<file path="src/rtl/keypad_pkg.sv">
// Shared types and key-code table for the 4x4 matrix keypad scanner.
// Codes follow the calculator's operand/operator encoding.
package keypad_pkg;

  typedef enum logic [1:0] {
    IDLE,
    DEBOUNCE,
    HELD,
    RELEASE
  } state_t;

  typedef enum logic [1:0] {
    CLS_NONE,
    CLS_SINGLE,
    CLS_MULTI
  } frame_cls_t;

  localparam logic [3:0] KEY_STAR = 4'hE;
  localparam logic [3:0] KEY_HASH = 4'hF;

  // Index is row*4+col
  function automatic logic [3:0] key_map(input logic [3:0] k);
    logic [3:0] code;
    case (k)
      4'd0:    code = 4'h1;
      4'd1:    code = 4'h2;
      4'd2:    code = 4'h3;
      4'd3:    code = 4'hA;
      4'd4:    code = 4'h4;
      4'd5:    code = 4'h5;
      4'd6:    code = 4'h6;
      4'd7:    code = 4'hB;
      4'd8:    code = 4'h7;
      4'd9:    code = 4'h8;
      4'd10:   code = 4'h9;
      4'd11:   code = 4'hC;
      4'd12:   code = KEY_STAR;
      4'd13:   code = 4'h0;
      4'd14:   code = KEY_HASH;
      default: code = 4'hD;
    endcase
    return code;
  endfunction

endpackage

</file>
<file path="src/rtl/keypad_scanner_sync2.sv">
// Two-flop synchronizer; flops reset high to match idle pulled-up lines.
module sync2 #(
  parameter int WIDTH = 1
) (
  input  logic             clk,
  input  logic             reset,
  input  logic [WIDTH-1:0] d,
  output logic [WIDTH-1:0] q
);

  logic [WIDTH-1:0] r_s1;
  logic [WIDTH-1:0] r_s2;

  always_ff @(posedge clk or posedge reset) begin
    if (reset) begin
      r_s1 <= '1;
      r_s2 <= '1;
    end else begin
      r_s1 <= d;
      r_s2 <= r_s1;
    end
  end

  assign q = r_s2;

endmodule

</file>
<file path="src/rtl/keypad_scanner.sv">
// 4x4 keypad scanner: column strobe, frame snapshot, debounce FSM.
// Emits one key_valid pulse per clean single-key press.
module keypad_scanner
  import keypad_pkg::*;
#(
  parameter int DIV_BITS        = 17,
  parameter int DEBOUNCE_FRAMES = 4
) (
  input  logic       clk,
  input  logic       reset,
  input  logic [3:0] row_n,
  output logic [3:0] col_n,
  output logic [3:0] key_code,
  output logic       key_valid,
  output logic       key_held
);

  localparam int CW = $clog2(DEBOUNCE_FRAMES + 1);
  localparam logic [CW-1:0] CNT_MAX = CW'(DEBOUNCE_FRAMES);
  localparam logic [CW-1:0] CNT_ONE = CW'(1);

  logic [DIV_BITS-1:0] r_div;
  logic [1:0]          r_col;
  logic [15:0]         r_snap;
  logic [3:0]          w_row_n;
  logic                w_tick;
  logic                w_fend;
  logic [15:0]         w_frame;
  logic [4:0]          w_ones;
  logic [3:0]          w_idx;
  frame_cls_t          w_cls;

  state_t              r_state;
  state_t              w_state_nx;
  logic [3:0]          r_cand;
  logic [3:0]          w_cand_nx;
  logic [CW-1:0]       r_cnt;
  logic [CW-1:0]       w_cnt_nx;
  logic                w_accept;
  logic                w_release;
  logic [3:0]          r_code;
  logic                r_valid;
  logic                r_held;

  sync2 #(.WIDTH(4)) u_sync (
    .clk   (clk),
    .reset (reset),
    .d     (row_n),
    .q     (w_row_n)
  );

  assign w_tick = &r_div;
  assign w_fend = w_tick && (r_col == 2'd3);
  assign col_n  = ~(4'b0001 << r_col);

  always_comb begin
    w_frame = r_snap;
    for (int r = 0; r < 4; r++) begin
      w_frame[{2'(r), r_col}] = ~w_row_n[r];
    end
  end

  always_comb begin
    w_ones = '0;
    w_idx  = '0;
    for (int k = 0; k < 16; k++) begin
      if (w_frame[k]) begin
        w_ones = w_ones + 5'd1;
        w_idx  = 4'(k);
      end
    end
    if (w_ones == 5'd0)      w_cls = CLS_NONE;
    else if (w_ones == 5'd1) w_cls = CLS_SINGLE;
    else                     w_cls = CLS_MULTI;
  end

  always_ff @(posedge clk or posedge reset) begin
    if (reset) begin
      r_div  <= '0;
      r_col  <= '0;
      r_snap <= '0;
    end else begin
      r_div <= r_div + 1'b1;
      if (w_tick) begin
        r_col  <= r_col + 2'd1;
        r_snap <= w_fend ? 16'h0000 : w_frame;
      end
    end
  end

  // Debounce FSM only moves at frame end
  always_comb begin
    w_state_nx = r_state;
    w_cand_nx  = r_cand;
    w_cnt_nx   = r_cnt;
    w_accept   = 1'b0;
    w_release  = 1'b0;
    if (w_fend) begin
      unique case (r_state)
        IDLE: begin
          if (w_cls == CLS_SINGLE) begin
            w_cand_nx = w_idx;
            w_cnt_nx  = CNT_ONE;
            if (CNT_MAX == CNT_ONE) begin
              w_state_nx = HELD;
              w_accept   = 1'b1;
            end else begin
              w_state_nx = DEBOUNCE;
            end
          end
        end
        DEBOUNCE: begin
          if (w_cls == CLS_SINGLE && w_idx == r_cand) begin
            if (r_cnt >= CNT_MAX - CNT_ONE) begin
              w_cnt_nx   = CNT_MAX;
              w_state_nx = HELD;
              w_accept   = 1'b1;
            end else begin
              w_cnt_nx = r_cnt + CNT_ONE;
            end
          end else if (w_cls == CLS_SINGLE) begin
            w_cand_nx = w_idx;
            w_cnt_nx  = CNT_ONE;
          end else begin
            w_state_nx = IDLE;
            w_cnt_nx   = '0;
          end
        end
        HELD: begin
          if (w_cls == CLS_NONE) begin
            if (CNT_MAX == CNT_ONE) begin
              w_state_nx = IDLE;
              w_cnt_nx   = '0;
              w_release  = 1'b1;
            end else begin
              w_state_nx = RELEASE;
              w_cnt_nx   = CNT_ONE;
            end
          end
        end
        RELEASE: begin
          if (w_cls != CLS_NONE) begin
            w_state_nx = HELD;
          end else if (r_cnt >= CNT_MAX - CNT_ONE) begin
            w_state_nx = IDLE;
            w_cnt_nx   = '0;
            w_release  = 1'b1;
          end else begin
            w_cnt_nx = r_cnt + CNT_ONE;
          end
        end
      endcase
    end
  end

  always_ff @(posedge clk or posedge reset) begin
    if (reset) begin
      r_state <= IDLE;
      r_cand  <= '0;
      r_cnt   <= '0;
      r_code  <= '0;
      r_valid <= 1'b0;
      r_held  <= 1'b0;
    end else begin
      r_state <= w_state_nx;
      r_cand  <= w_cand_nx;
      r_cnt   <= w_cnt_nx;
      r_valid <= w_accept;
      if (w_accept) begin
        r_code <= key_map(w_idx);
        r_held <= 1'b1;
      end else if (w_release) begin
        r_held <= 1'b0;
      end
    end
  end

  assign key_code  = r_code;
  assign key_valid = r_valid;
  assign key_held  = r_held;

endmodule

</file>
<file path="config.mk">
export PLATFORM = sky130hd
export DESIGN_NAME = keypad_scanner
export DESIGN_NICKNAME = d
export VERILOG_FILES = /design/src/rtl/keypad_pkg.sv /design/src/rtl/keypad_scanner_sync2.sv /design/src/rtl/keypad_scanner.sv
export SDC_FILE = /design/constraint.sdc
export NUM_CORES = 1
export LEC_CHECK = 0
export ABC_AREA = 1
export CAP_MARGIN = 25
export CORE_MARGIN = 2
export CORE_UTILIZATION = 35
export CTS_CLUSTER_DIAMETER = 50
export DETAILED_ROUTE_END_ITERATION = 10
export PLACE_DENSITY = 0.57
export SYNTH_ARGS = -nofsm -noshare
export SYNTH_HDL_FRONTEND = slang
export SYNTH_SLANG_ARGS = --single-unit
</file>
<file path="constraint.sdc">
create_clock -name clk -period 13.4 [get_ports clk]
set_input_delay 2.01 -clock clk [delete_from_list [all_inputs] [get_ports clk]]
set_output_delay 2.01 -clock clk [all_outputs]
set_load 0.05 [all_outputs]
</file>
==> metrics <==
run status=finished clean; Worst-Skew Late Latency=320 ps; xor and xnor area share after synthesis=0.03916; f_max=0.09178 GHz; critical path's slowest cell=ha_1; main combinational cell family by area after synthesis=simple AND/OR/NAND/NOR gates; period utilisation layout=0.8131; sequential share of the synthesized area=0.3091; most frequent cells after synthesis=nand2_1, inv_1, nand3_1; # setup viols final=0; post-synthesis cell type count=39; Post-Synthesis Cells=678; CP dominant cell by count=nand2_1; Async S/R FF share, synth=1.000; CP Capture Type=flop; Placement Rows=42; Post-Synth Adder-Cell Area=0.06880; number of buffers created by CTS=9; fillers=1,392; Resized Gates After CTS=0; DRT Wirelength=9602 microns; Storage cell area=1461 sq um; number of enable flip-flop cells after synthesis=0; flops & latches, synth=58; hold depth=0; Synth Area in Simple Gates=0.3834; Hold Startpoint=u_sync.r_s1[1]$_DFF_PP1_; Max Cap Viol=0; Post-CTS Setup Repair Bufs=0; # placed instances=863; vias=4,076; final global-route overflow total=0; fin area=5364 sq um; worst slew pin tran=711.3 ps; # port buffers=15; number of global-route vias before repair=4,083; die height=120.2 microns; largest net degree at the start of global routing=47; footprint of the multi-input gates=2771 sq um; power density over the cells=84.72 nW/um^2; Hold Path End=u_sync.q[1]$_DFF_PP1_; Synth Area in Compound Gates=0.09473; pins over their slew limit=0; CTS hold repair buffers=0; area post-placement=5057 sq um; Clock Path Buffers=2; worst reg2reg startpoint=r_col[1]$_DFFE_PP0P_; initial antenna violation count=0; Crit Path Category=reg -> reg; CP arrival=11,100 ps; layout cells sized above 1=0.1494; most frequent cell after synthesis=nand2_1; Fin Setup TNS=0 ps; TritonCTS clock tree=done; first-pass GRT wire length=17,810 microns; RSZ-0062 raised after global routing=false; Syn Nets=710; post-layout min period=10,900 ps; DR WL/cell=10.92 microns; antenna cell count=0; CTS root buf=clkbuf_16; final std cells w/o fill=879; post-synthesis mux area share=0; H-tree depth=3; Leak Pwr=2.720 nW; full die area=14,460 sq um; area of the core=13,240 sq um; drt first pass iters=4; Reg clk slew, reported paths=50 ps; Synth area leaders=dfrtp_1, nand2_1, inv_1, ha_1, nand3_1; fin nets=730; Max stage delay on crit path=460 ps; Post-Syn Area=4728 sq um; ys flop type=dfrtp_1; GP Congestion=0.8344; Yosys warnings=0; DR vias/cell=4.637; clock sinks=58; crit start category=flop; flop2flop setup slack=2500 ps; Hold Path Class=reg -> reg; capturing point of the worst reg2reg path=key_code[0]$_DFFE_PP0P_; Initial Utilization=0.3570; post-DP HPWL=7582 microns; total power=0.4545 mW; GRT Total Usage=0.1471; Post-Syn Area per Cell=6.974 sq um; Worst Path Max Fanout=10; final clock skew=8.216 ps; # DRC=0; DIE WIDTH=120.2 microns; Slew headroom=0.5208; IR Drop Worst-Case VDD=108.2 uV; R2R cell count=67; area leader, netlist=dfrtp_1; area growth from synthesis to layout=13.44%; antenna-violating nets left=0; DRT iter0 DRCs=183; Crit path required time=13,600 ps; share of Yosys cell area claimed by the top area cell type=0.2646; final hold vios=0; I/O Pins=16
-- registers in the layout, summed over array words and instances (netlist names) --
| signal | flops |
|---|---|
| r_cnt | 3 |
| u_sync.q | 4 |
| r_state | 2 |
| u_sync.r_s1 | 4 |
| r_cand | 4 |
| r_div | 17 |
| key_valid | 1 |
| key_held | 1 |
| key_code | 4 |
| r_snap | 16 |
| r_col | 2 |
-- worst max path at each step --
stage / startpoint / end / slack, ps / depth (start not counted)
3_3_place_gp: r_col[1]$_DFFE_PP0P_ / key_code[0]$_DFFE_PP0P_ / 2790 / 67
4_1_cts: r_col[1]$_DFFE_PP0P_ / key_code[0]$_DFFE_PP0P_ / 2460 / 67
3_5_place_dp: r_col[1]$_DFFE_PP0P_ / key_code[0]$_DFFE_PP0P_ / 2500 / 67
2_1_floorplan: r_col[0]$_DFFE_PP0P_ / r_cand[0]$_DFFE_PP0P_ / 3310 / 69
6_report: r_col[1]$_DFFE_PP0P_ / key_code[0]$_DFFE_PP0P_ / 2500 / 67
5_1_grt: r_col[1]$_DFFE_PP0P_ / key_code[0]$_DFFE_PP0P_ / 1590 / 67
-- per-stage QoR --
stage / util / worst slack (ps) / hold WS, ps
after floorplan: - / 3313 / 345.2
after global placement: 0.3819 / 2793 / 345.6
after detailed placement: 0.3819 / 2496 / 346.8
after CTS: 0.4050 / 2461 / 351.7
after global routing: 0.4050 / 1594 / 356.1
final: 0.4050 / 2504 / 352.9
-- worst max-delay path, delay by kind of cell (launching register included) --
family / cells / cell delay (ps)
AOI/OAI and AO/OA: 3 / 380
adders and majority gates: 14 / 3910
buffers and inverters: 12 / 730
DFF: 1 / 400
and+or+nand+nor: 38 / 5320
-- metal layers --
layer / global-route usage / share of wire / vias to the layer above
li1: - / - / 2189
met1: 0.1948 / 0.51 / 1828
met2: 0.2447 / 0.45 / 47
met3: 0.03019 / 0.028 / 12
met4: 0.03997 / 0.012 / 0
met5: 0 / 0 / -
-- cell type report --
cell class | instances | share of cell area
clock buffers | 12 | 0.04782
well taps | 176 | 0.04105
inverters | 119 | 0.08328
flip-flops and latches | 58 | 0.2725
clock inverters | 4 | 0.009331
repair buffers | 16 | 0.02939
multi-input cells | 494 | 0.5167
-- logic make-up after synthesis --
kind of cell | after synthesis
compound gates | 73
xor+xnor | 19
fa+ha+maj | 26
buf+inv | 126
flops | 58
simple gates | 376
-- cells in the final DEF, fill, tap and decap left out, types with 9 or more instances in the layout --
cell,n
clkbuf_16,9
or2_2,11
inv_2,11
nor2_1,58
inv_1,108
nand3_2,12
clkdlybuf4s50_1,15
nand2_2,25
nand4_1,14
a21oi_1,14
dfrtp_1,50
nand2_1,173
ha_1,26
o21ai_0,15
o22ai_1,14
xor2_1,15
o21ai_1,17
nand3_1,59
-- report_power, final --
part	total (mW)	switching (mW)	internal (mW)
clock network	0.232	0.0787	0.154
registers	0.179	0.00102	0.178
logic	0.0436	0.0291	0.0145
Note: power is estimated with default switching activity, not from simulation.
